`src/rtl/register_bank_32_pkg.sv`:
```
`default_nettype none
// ============================================================================
// Module      : register_bank_32_pkg
// Description : Shared constants and types for the 32-entry register bank.
// Revision    : 1.0 - initial release
// ============================================================================
package register_bank_32_pkg;

    localparam int REG_COUNT = 32;
    localparam int REG_IDX_W = 5;

    typedef logic [REG_IDX_W-1:0] regIdx_t;

    // Index of the register that may be tied to zero.
    localparam regIdx_t c_ZERO_REG_IDX = '0;

    // True when the index addresses the (possibly hardwired) zero register.
    function automatic logic isZeroReg(input regIdx_t idx);
        return (idx == c_ZERO_REG_IDX);
    endfunction

endpackage
`default_nettype wire

```
`src/rtl/register_bank_32_decoder.sv`:
```
`default_nettype none
// ============================================================================
// Module      : Decoder_32
// Description : 5-to-32 one-hot decoder with enable; all zero when disabled.
// Revision    : 1.0 - initial release
// ============================================================================
module Decoder_32
    import register_bank_32_pkg::*;
(
    input  logic                 enable,
    input  logic [REG_IDX_W-1:0] sel,
    output logic [REG_COUNT-1:0] out
);

    // Single hot bit at the selected position, only while enabled.
    always_comb begin
        out = '0;
        if (enable) begin
            out[sel] = 1'b1;
        end
    end

endmodule
`default_nettype wire

```
`src/rtl/register_bank_32.sv`:
```
`default_nettype none
// ============================================================================
// Module      : register_bank_32
// Description : 32 x DATA_WIDTH register bank, one write port, two registered
//               read ports with same-edge write bypass, optional zero register.
// Revision    : 1.0 - initial release
// ============================================================================
module register_bank_32
    import register_bank_32_pkg::*;
#(
    parameter int DATA_WIDTH     = 32,
    parameter bit ZERO_HARDWIRED = 1'b1
) (
    input  logic                  clock,
    input  logic                  reset_n,
    input  logic                  regWrite,
    input  logic [REG_IDX_W-1:0]  writeReg,
    input  logic [DATA_WIDTH-1:0] writeData,
    input  logic [REG_IDX_W-1:0]  readReg1,
    input  logic [REG_IDX_W-1:0]  readReg2,
    output logic [DATA_WIDTH-1:0] readData1,
    output logic [DATA_WIDTH-1:0] readData2,
    output logic [REG_COUNT-1:0]  writeStrobe
);

    logic [DATA_WIDTH-1:0] r_regFile [REG_COUNT];
    logic [DATA_WIDTH-1:0] r_readData1;
    logic [DATA_WIDTH-1:0] r_readData2;
    logic [REG_COUNT-1:0]  r_writeStrobe;

    logic [REG_COUNT-1:0]  w_decoded;
    logic [REG_COUNT-1:0]  w_writeSel;
    logic [DATA_WIDTH-1:0] w_readNext1;
    logic [DATA_WIDTH-1:0] w_readNext2;

    Decoder_32 u_writeDecoder (
        .enable (regWrite),
        .sel    (writeReg),
        .out    (w_decoded)
    );

    // Effective write select: the zero register is never enabled when hardwired.
    always_comb begin
        w_writeSel = w_decoded;
        if (ZERO_HARDWIRED) begin
            w_writeSel[c_ZERO_REG_IDX] = 1'b0;
        end
    end

    // Read-port next values: zero register forced, otherwise bypass the
    // in-flight write so a same-edge read sees the new data.
    always_comb begin
        w_readNext1 = r_regFile[readReg1];
        w_readNext2 = r_regFile[readReg2];
        if (w_writeSel[readReg1]) begin
            w_readNext1 = writeData;
        end
        if (w_writeSel[readReg2]) begin
            w_readNext2 = writeData;
        end
        if (ZERO_HARDWIRED && isZeroReg(readReg1)) begin
            w_readNext1 = '0;
        end
        if (ZERO_HARDWIRED && isZeroReg(readReg2)) begin
            w_readNext2 = '0;
        end
    end

    // Register array, A/B read latches and write-strobe trace register.
    always_ff @(posedge clock or negedge reset_n) begin
        if (!reset_n) begin
            for (int i = 0; i < REG_COUNT; i++) begin
                r_regFile[i] <= '0;
            end
            r_readData1   <= '0;
            r_readData2   <= '0;
            r_writeStrobe <= '0;
        end else begin
            for (int i = 0; i < REG_COUNT; i++) begin
                if (w_writeSel[i]) begin
                    r_regFile[i] <= writeData;
                end
            end
            r_readData1   <= w_readNext1;
            r_readData2   <= w_readNext2;
            r_writeStrobe <= w_writeSel;
        end
    end

    assign readData1   = r_readData1;
    assign readData2   = r_readData2;
    assign writeStrobe = r_writeStrobe;

endmodule
`default_nettype wire

```
`config.mk`:
```
export PLATFORM = sky130hd
export DESIGN_NAME = register_bank_32
export DESIGN_NICKNAME = d
export VERILOG_FILES = /design/src/rtl/register_bank_32_pkg.sv /design/src/rtl/register_bank_32_decoder.sv /design/src/rtl/register_bank_32.sv
export SDC_FILE = /design/constraint.sdc
export NUM_CORES = 2
export LEC_CHECK = 0
export BUFFER_PORTS_ARGS = -buffer_cell sky130_fd_sc_hd__buf_2
export CELL_PAD_IN_SITES_DETAIL_PLACEMENT = 0
export CELL_PAD_IN_SITES_GLOBAL_PLACEMENT = 1
export CORE_MARGIN = 4
export CORE_UTILIZATION = 45
export CTS_BUF_LIST = sky130_fd_sc_hd__clkbuf_2
export DETAILED_ROUTE_END_ITERATION = 6
export GPL_TIMING_DRIVEN = 0
export HOLD_SLACK_MARGIN = 0.1
export PLACE_DENSITY_LB_ADDON = 0.05
export SETUP_SLACK_MARGIN = 0.4
export SYNTH_ARGS = -nofsm -noshare
export SYNTH_HDL_FRONTEND = slang
export SYNTH_SLANG_ARGS = --single-unit
```
`constraint.sdc`:
```
create_clock -name clock -period 3.85 [get_ports clock]
set_input_delay 0.77 -clock clock [delete_from_list [all_inputs] [get_ports clock]]
set_output_delay 0.77 -clock clock [all_outputs]
set_load 0.01 [all_outputs]
```
### Yosys cells after proc, flatten, opt, wreduce, memory -nomap -nowiden

Index checks and enable logic that the tools add are counted.

* flip-flop bits (word level): 1087
* input port bits: 50
* logic and storage cells: 62

* magnitude comparators: 6
* mux-type cells: 17
* bitwise gates (word level): 2
* reductions and logical operators: 3

Operator list (count)
* $bmux W32 S5: 2
* $mux W32: 9
* $lt A5 B6 Y1 const B: 3
* $ge A6 B6 Y1 const B: 2
* $not A5 Y6: 2
* $bmux W1 S5: 2
* $logic_not A5 Y1: 2
* $demux W1 S5: 1
* $ge A5 B1 Y1 const B: 1
* $mux W1: 3
* $logic_and A1 B1 Y1: 1

### Depth between registers and ports, before layout

* depth in word-level cells: 9
* gate-level depth with buffers: 10
* gate-level depth less buffers: 5

### By module

From an unflattened synthesis, not the netlist that was laid out.

* cell total of the unflattened synthesis: 3739
* area, all modules: 56192.6 um2

Modules (own cells, without submodules)
* register_bank_32: instances 1, cells each 3692, area an instance 55962.4 um2
* Decoder_32: instances 1, cells each 47, area an instance 230.2 um2

### Worst setup path before layout

OpenSTA, ideal clock, no wires.

* kind: in2reg
* start: in readReg1[0]
* end: reg r_readData1[1], in the netlist readData1[1]
* library setup time: 0.127 ns
* arrival: 2.577 ns
* slack: 1.146 ns
* stages: 9
* buffers on the path: 4
* cell sequence: buf_2 buf_4 buf_4 buf_2 mux4_2 a22oi_1 o31ai_1 o21ai_0 mux2i_1

* longest elaborated chain between the ends: 6

RTL lines
* start, declared: line register_bank_32.sv:19 `input logic [REG_IDX_W-1:0] readReg1,`
* $not A5 Y6 (not written as such): line register_bank_32.sv:53 `w_readNext1 = r_regFile[readReg1];`
* $bmux W32 S5: line register_bank_32.sv:53
* $mux W32 (not written as such) (2 in series): line register_bank_32.sv:53
* $mux W32: line register_bank_32.sv:55 `if (w_writeSel[readReg1]) begin`
* $mux W32 *: line register_bank_32.sv:61 `if (ZERO_HARDWIRED && isZeroReg(readReg1)) begin`
* named net w_readNext1[1]: line register_bank_32.sv:33 `logic [DATA_WIDTH-1:0] w_readNext1;`
* end signal, assigned: line register_bank_32.sv:84 `r_readData1 <= w_readNext1;`
* end, declared: line register_bank_32.sv:27 `logic [DATA_WIDTH-1:0] r_readData1;`

The timed path passes the listed nets; every way through them passes the cells marked *. The select of a mux whose other input is x is not followed.
A chain may end at the register's enable or synchronous reset.

### Worst setup path after layout

* start: in readReg2[4]
* end: reg r_readData2[4], in the netlist readData2[4]

* longest elaborated chain between the ends: 6

RTL lines
* start, declared: line register_bank_32.sv:20 `input logic [REG_IDX_W-1:0] readReg2,`
* $not A5 Y6 (not written as such): line register_bank_32.sv:54 `w_readNext2 = r_regFile[readReg2];`
* $bmux W32 S5: line register_bank_32.sv:54
* $mux W32 (not written as such) (2 in series): line register_bank_32.sv:54
* $mux W32: line register_bank_32.sv:58 `if (w_writeSel[readReg2]) begin`
* $mux W32 *: line register_bank_32.sv:64 `if (ZERO_HARDWIRED && isZeroReg(readReg2)) begin`
* named net w_readNext2[4]: line register_bank_32.sv:34 `logic [DATA_WIDTH-1:0] w_readNext2;`
* end signal, assigned: line register_bank_32.sv:85 `r_readData2 <= w_readNext2;`
* end, declared: line register_bank_32.sv:28 `logic [DATA_WIDTH-1:0] r_readData2;`

Marks and branches as above.

==> metrics.txt <==
# TYPE chip_impl_metric gauge
chip_impl_info{name="crit_path_frequent_cell",value="sky130_fd_sc_hd__clkbuf_1"} 1
chip_impl_metric{name="cp_data_required_time",unit="ns"} 5.36
chip_impl_metric{name="placed_area",unit="um2"} 59300
chip_impl_metric{name="power.sequential.fraction",unit=""} 0.487
chip_impl_metric{name="worstPathMaxFanout",unit=""} 10
chip_impl_metric{name="cp.buffers_inverters",unit=""} 4
chip_impl_metric{name="number_of_global_route_vias_before_repair",unit=""} 42800
chip_impl_metric{name="grt_first_pass_wirelength",unit="um"} 359000
chip_impl_metric{name="final.period_utilization",unit=""} 0.960
chip_impl_metric{name="clkTransAtPathRegs",unit="ns"} 0.12
chip_impl_metric{name="cpPeakStageDelay",unit="ns"} 0.96
chip_impl_metric{name="io-pin-count",unit=""} 146
chip_impl_metric{name="pwr-share-comb",unit=""} 0.234
chip_impl_metric{name="final_layout_size_suffix_gt1_frac",unit=""} 0.456
chip_impl_info{name="run_status",value="finished with violations"} 1
chip_impl_metric{name="vias_per_cell",unit=""} 6.71
chip_impl_metric{name="netlist-cell-type-count",unit=""} 63
chip_impl_metric{name="worst_case_headroom_to_the_max_slew_limit",unit=""} -0.0730
chip_impl_metric{name="finalHoldViolCount",unit=""} 0
chip_impl_metric{name="die-height",unit="um"} 361
chip_impl_metric{name="num-nets-final",unit=""} 4648
chip_impl_info{name="cpLargestDelayFamily",value="buffers and inverters"} 1
chip_impl_metric{name="chipWidth",unit="um"} 361
chip_impl_metric{name="detailed_place_hpwl",unit="um"} 176000
chip_impl_metric{name="finalSetupViolations",unit=""} 0
chip_impl_info{name="critical_path.cell_chain",value="buf_2, clkbuf_1, clkbuf_1, clkbuf_1, nand2_1, o22ai_1, nor2_1, a21oi_1, mux2i_1"} 1
chip_impl_metric{name="drt_first_pass_iters",unit=""} 5
chip_impl_metric{name="placementRows",unit=""} 129
chip_impl_metric{name="grt_overflow_total",unit=""} 0
chip_impl_metric{name="clkPwrFrac",unit=""} 0.279
chip_impl_metric{name="die_area",unit="um2"} 131000
chip_impl_metric{name="m1WireLength",unit="um"} 103000
chip_impl_metric{name="gp_congestion",unit=""} 1.00
chip_impl_metric{name="global_route_usage_sum",unit=""} 0.405
chip_impl_info{name="routed.top_layer",value="met5"} 1
chip_impl_metric{name="synth-warning-count",unit=""} 0
chip_impl_metric{name="route.met3.wl",unit="um"} 28400
chip_impl_info{name="hp-class",value="input port to flop"} 1
chip_impl_metric{name="shortest_period_the_worst_path_allows",unit="ns"} 3.70
chip_impl_metric{name="fin_total_pwr",unit="mW"} 31.0
chip_impl_metric{name="core_box_area",unit="um2"} 124000
chip_impl_info{name="setup_crit_start_kind",value="input port"} 1
chip_impl_metric{name="io_buf_count",unit=""} 139
chip_impl_metric{name="worst-slew-pin-transition",unit="ns"} 1.61
chip_impl_info{name="worst_path_max_delay_cell",value="sky130_fd_sc_hd__clkbuf_1"} 1
chip_impl_info{name="synthFlopType",value="sky130_fd_sc_hd__dfrtp_1"} 1
chip_impl_metric{name="syn-cell-area",unit="um2"} 56200
chip_impl_info{name="critical_path_class",value="input port to flop"} 1
chip_impl_metric{name="cellInternalPower",unit="mW"} 20.7
chip_impl_metric{name="routedWlPerCell",unit="um"} 41.2
chip_impl_metric{name="synthCells",unit=""} 4020
chip_impl_metric{name="ir_worst_vdd",unit="uV"} 351
chip_impl_metric{name="final_core_util",unit=""} 0.509
chip_impl_info{name="cts_tree",value="done"} 1
chip_impl_metric{name="met2_length",unit="um"} 114000
chip_impl_metric{name="worst_ep_arrival_time",unit="ns"} 5.20
chip_impl_metric{name="power.share.switching",unit=""} 0.333
chip_impl_info{name="mostFrequentLayoutCell",value="sky130_fd_sc_hd__dfrtp_1"} 1
chip_impl_info{name="failed_checks",value="capacitance limit, slew limit"} 1
chip_impl_metric{name="grt_start_max_net_pins",unit=""} 152
chip_impl_metric{name="drv_slew",unit=""} 130
chip_impl_metric{name="fmax",unit="GHz"} 0.271
chip_impl_info{name="crit_path_end_kind",value="flop"} 1
chip_impl_metric{name="holdWs",unit="ns"} 0.237
chip_impl_metric{name="flow.area_growth_from_synthesis",unit="%"} 12.2
chip_impl_metric{name="asyncSetResetFlopFracSynth",unit=""} 1.00
chip_impl_metric{name="clk_path_buf_depth",unit=""} 4
chip_impl_metric{name="netSwitchingPower",unit="mW"} 10.3
chip_impl_metric{name="max_cap_violations",unit=""} 14
chip_impl_metric{name="wirelength_routed",unit="um"} 266000
chip_impl_metric{name="violation_count_after_the_first_detailed_routing_iteration",unit=""} 5674
chip_impl_metric{name="timing.clock.skew",unit="ns"} 0.152
chip_impl_metric{name="power_leakage",unit="nW"} 28.6
chip_impl_metric{name="synth-edff-count",unit=""} 0
chip_impl_metric{name="drc",unit=""} 0
chip_impl_metric{name="start_util",unit=""} 0.454
chip_impl_metric{name="clock-sinks",unit=""} 1087
chip_impl_metric{name="route.vias.total",unit=""} 43400
chip_impl_info{name="final_cell_mix",value="sky130_fd_sc_hd__dfrtp_1, sky130_fd_sc_hd__mux2_2, sky130_fd_sc_hd__clkbuf_2, sky130_fd_sc_hd__nand2_1, sky130_fd_sc_hd__mux4_2"} 1
chip_impl_metric{name="clock_latency",unit="ns"} 1.79
chip_impl_metric{name="antenna_violating_nets_post_route",unit=""} 0
chip_impl_metric{name="cts_setup_buffers",unit=""} 0
chip_impl_metric{name="finish.instance_area",unit="um2"} 63100
chip_impl_metric{name="ys_ff_latch",unit=""} 1087
chip_impl_metric{name="synth.yosys.seq_area_share",unit=""} 0.484
chip_impl_metric{name="cts_inserted_buffers",unit=""} 321
chip_impl_metric{name="syn_area_per_cell",unit="um2"} 14.0
chip_impl_info{name="rsz_0062_raised_after_global_routing",value="false"} 1
chip_impl_metric{name="h_tree_depth",unit=""} 5
chip_impl_metric{name="antenna_found_initial",unit=""} 21
chip_impl_info{name="cts.root.buffer_cell",value="sky130_fd_sc_hd__clkbuf_2"} 1
chip_impl_metric{name="cellPowerDensity",unit="nW/um2"} 492
chip_impl_metric{name="fin_setup_tns",unit="ns"} 0
chip_impl_metric{name="mappedNetlistNets",unit=""} 4070
area by class of cell:
class | count | area [um2]
fillers | 11200 | 60900
flip-flops and latches | 1087 | 27200
clock inverters | 65 | 300
multi-input cells | 2487 | 27200
inverters | 27 | 101
repair buffers | 255 | 2070
diodes | 17 | 42.5
well taps | 1637 | 2050
plain buffers | 419 | 1820
clock buffers | 468 | 2340
power groups by stage:
stage	logic, mW	clock network, mW	registers (mW)
CTS	7.13	8.75	15.0
global placement	6.88	0	15.2
finish	7.26	8.66	15.1
global route	7.60	9.38	15.3
floorplan	4.83	0	14.8
detailed placement	7.02	0	15.2
stage by stage:
stage	setup WS (ns)	cells
finish	0.155	6462
global placement	-23.08	5796
global route	0.455	6451
detailed placement	-1.35	5808
floorplan	1.15	4020
CTS	0.463	6442
kinds of logic after synthesis:
family                 after synthesis  synth area share
buffers and inverters              446            0.0331
other                                1         0.0000667
multiplexers                      1483             0.385
XOR/XNOR                             7           0.00109
AO/OA/AOI/OAI                      386            0.0513
flip-flops                        1087             0.484
AND/OR/NAND/NOR                    610            0.0458
what timing repair did:
item	4_1_cts	5_1_grt
endpoints found under the setup margin	0	144
hold buffers	101	0
gates resized for setup	0	11
endpoints found under the hold margin	1463	0
synthesized netlist by cell type, types with 7 or more instances:
| library cell | number | share of area |
|---|---|---|
| sky130_fd_sc_hd__o21ai_0 | 51 | 0.0045 |
| sky130_fd_sc_hd__dfrtp_1 | 1087 | 0.48 |
| sky130_fd_sc_hd__o31ai_1 | 51 | 0.0068 |
| sky130_fd_sc_hd__mux4_2 | 447 | 0.18 |
| sky130_fd_sc_hd__a211oi_1 | 13 | 0.0017 |
| sky130_fd_sc_hd__nand3_1 | 34 | 0.0030 |
| sky130_fd_sc_hd__a22o_1 | 20 | 0.0031 |
| sky130_fd_sc_hd__buf_4 | 16 | 0.0021 |
| sky130_fd_sc_hd__a221oi_1 | 48 | 0.0075 |
| sky130_fd_sc_hd__nand2b_1 | 14 | 0.0016 |
| sky130_fd_sc_hd__nor2_1 | 30 | 0.0020 |
| sky130_fd_sc_hd__o221ai_1 | 24 | 0.0037 |
| sky130_fd_sc_hd__a21o_1 | 22 | 0.0029 |
| sky130_fd_sc_hd__a22oi_1 | 66 | 0.0088 |
| sky130_fd_sc_hd__mux2i_1 | 77 | 0.014 |
| sky130_fd_sc_hd__mux2_2 | 952 | 0.19 |
| sky130_fd_sc_hd__o22ai_1 | 53 | 0.0059 |
| sky130_fd_sc_hd__buf_1 | 25 | 0.0017 |
| sky130_fd_sc_hd__buf_2 | 84 | 0.0075 |
| sky130_fd_sc_hd__mux2_1 | 7 | 0.0014 |
| sky130_fd_sc_hd__nand2_1 | 464 | 0.031 |
| sky130_fd_sc_hd__nor2b_1 | 35 | 0.0039 |
| sky130_fd_sc_hd__inv_1 | 23 | 0.0015 |
| sky130_fd_sc_hd__clkbuf_1 | 291 | 0.019 |
metal layers:
| layer | vias to the layer above | global-route usage |
|---|---|---|
| li1 | 16500 | - |
| met1 | 23100 | 0.532 |
| met2 | 2942 | 0.584 |
| met3 | 800 | 0.120 |
| met4 | 6 | 0.271 |
| met5 | - | 0 |
final timing paths:
check | start | to | slack (ns) | depth (start not counted)
worst min-delay path | writeData[21] | r_regFile[661] | 0.24 | 4
min in group asynchronous | reset_n | r_regFile[709] | 0.26 | 3
worst min register to register | r_regFile[625] | r_regFile[625] | 0.51 | 2
worst max-delay path | readReg2[4] | readData2[4] | 0.15 | 9
max in group asynchronous | reset_n | r_regFile[175] | 1.01 | 7
worst max register to register | r_regFile[4] | readData1[4] | 1.50 | 5
sequential cells by signal (all words and copies together), names as in the netlist:
register / count
r_regFile: 992
readData1: 32
readData2: 32
writeStrobe: 31
worst min-delay path: stages:
cell,delay (ns)
sky130_fd_sc_hd__dlygate4sd3_1,0.53
sky130_fd_sc_hd__buf_2,0.13
sky130_fd_sc_hd__clkbuf_1,0.23
sky130_fd_sc_hd__mux2_2,0.33
Power figures use the tool's default switching activity.
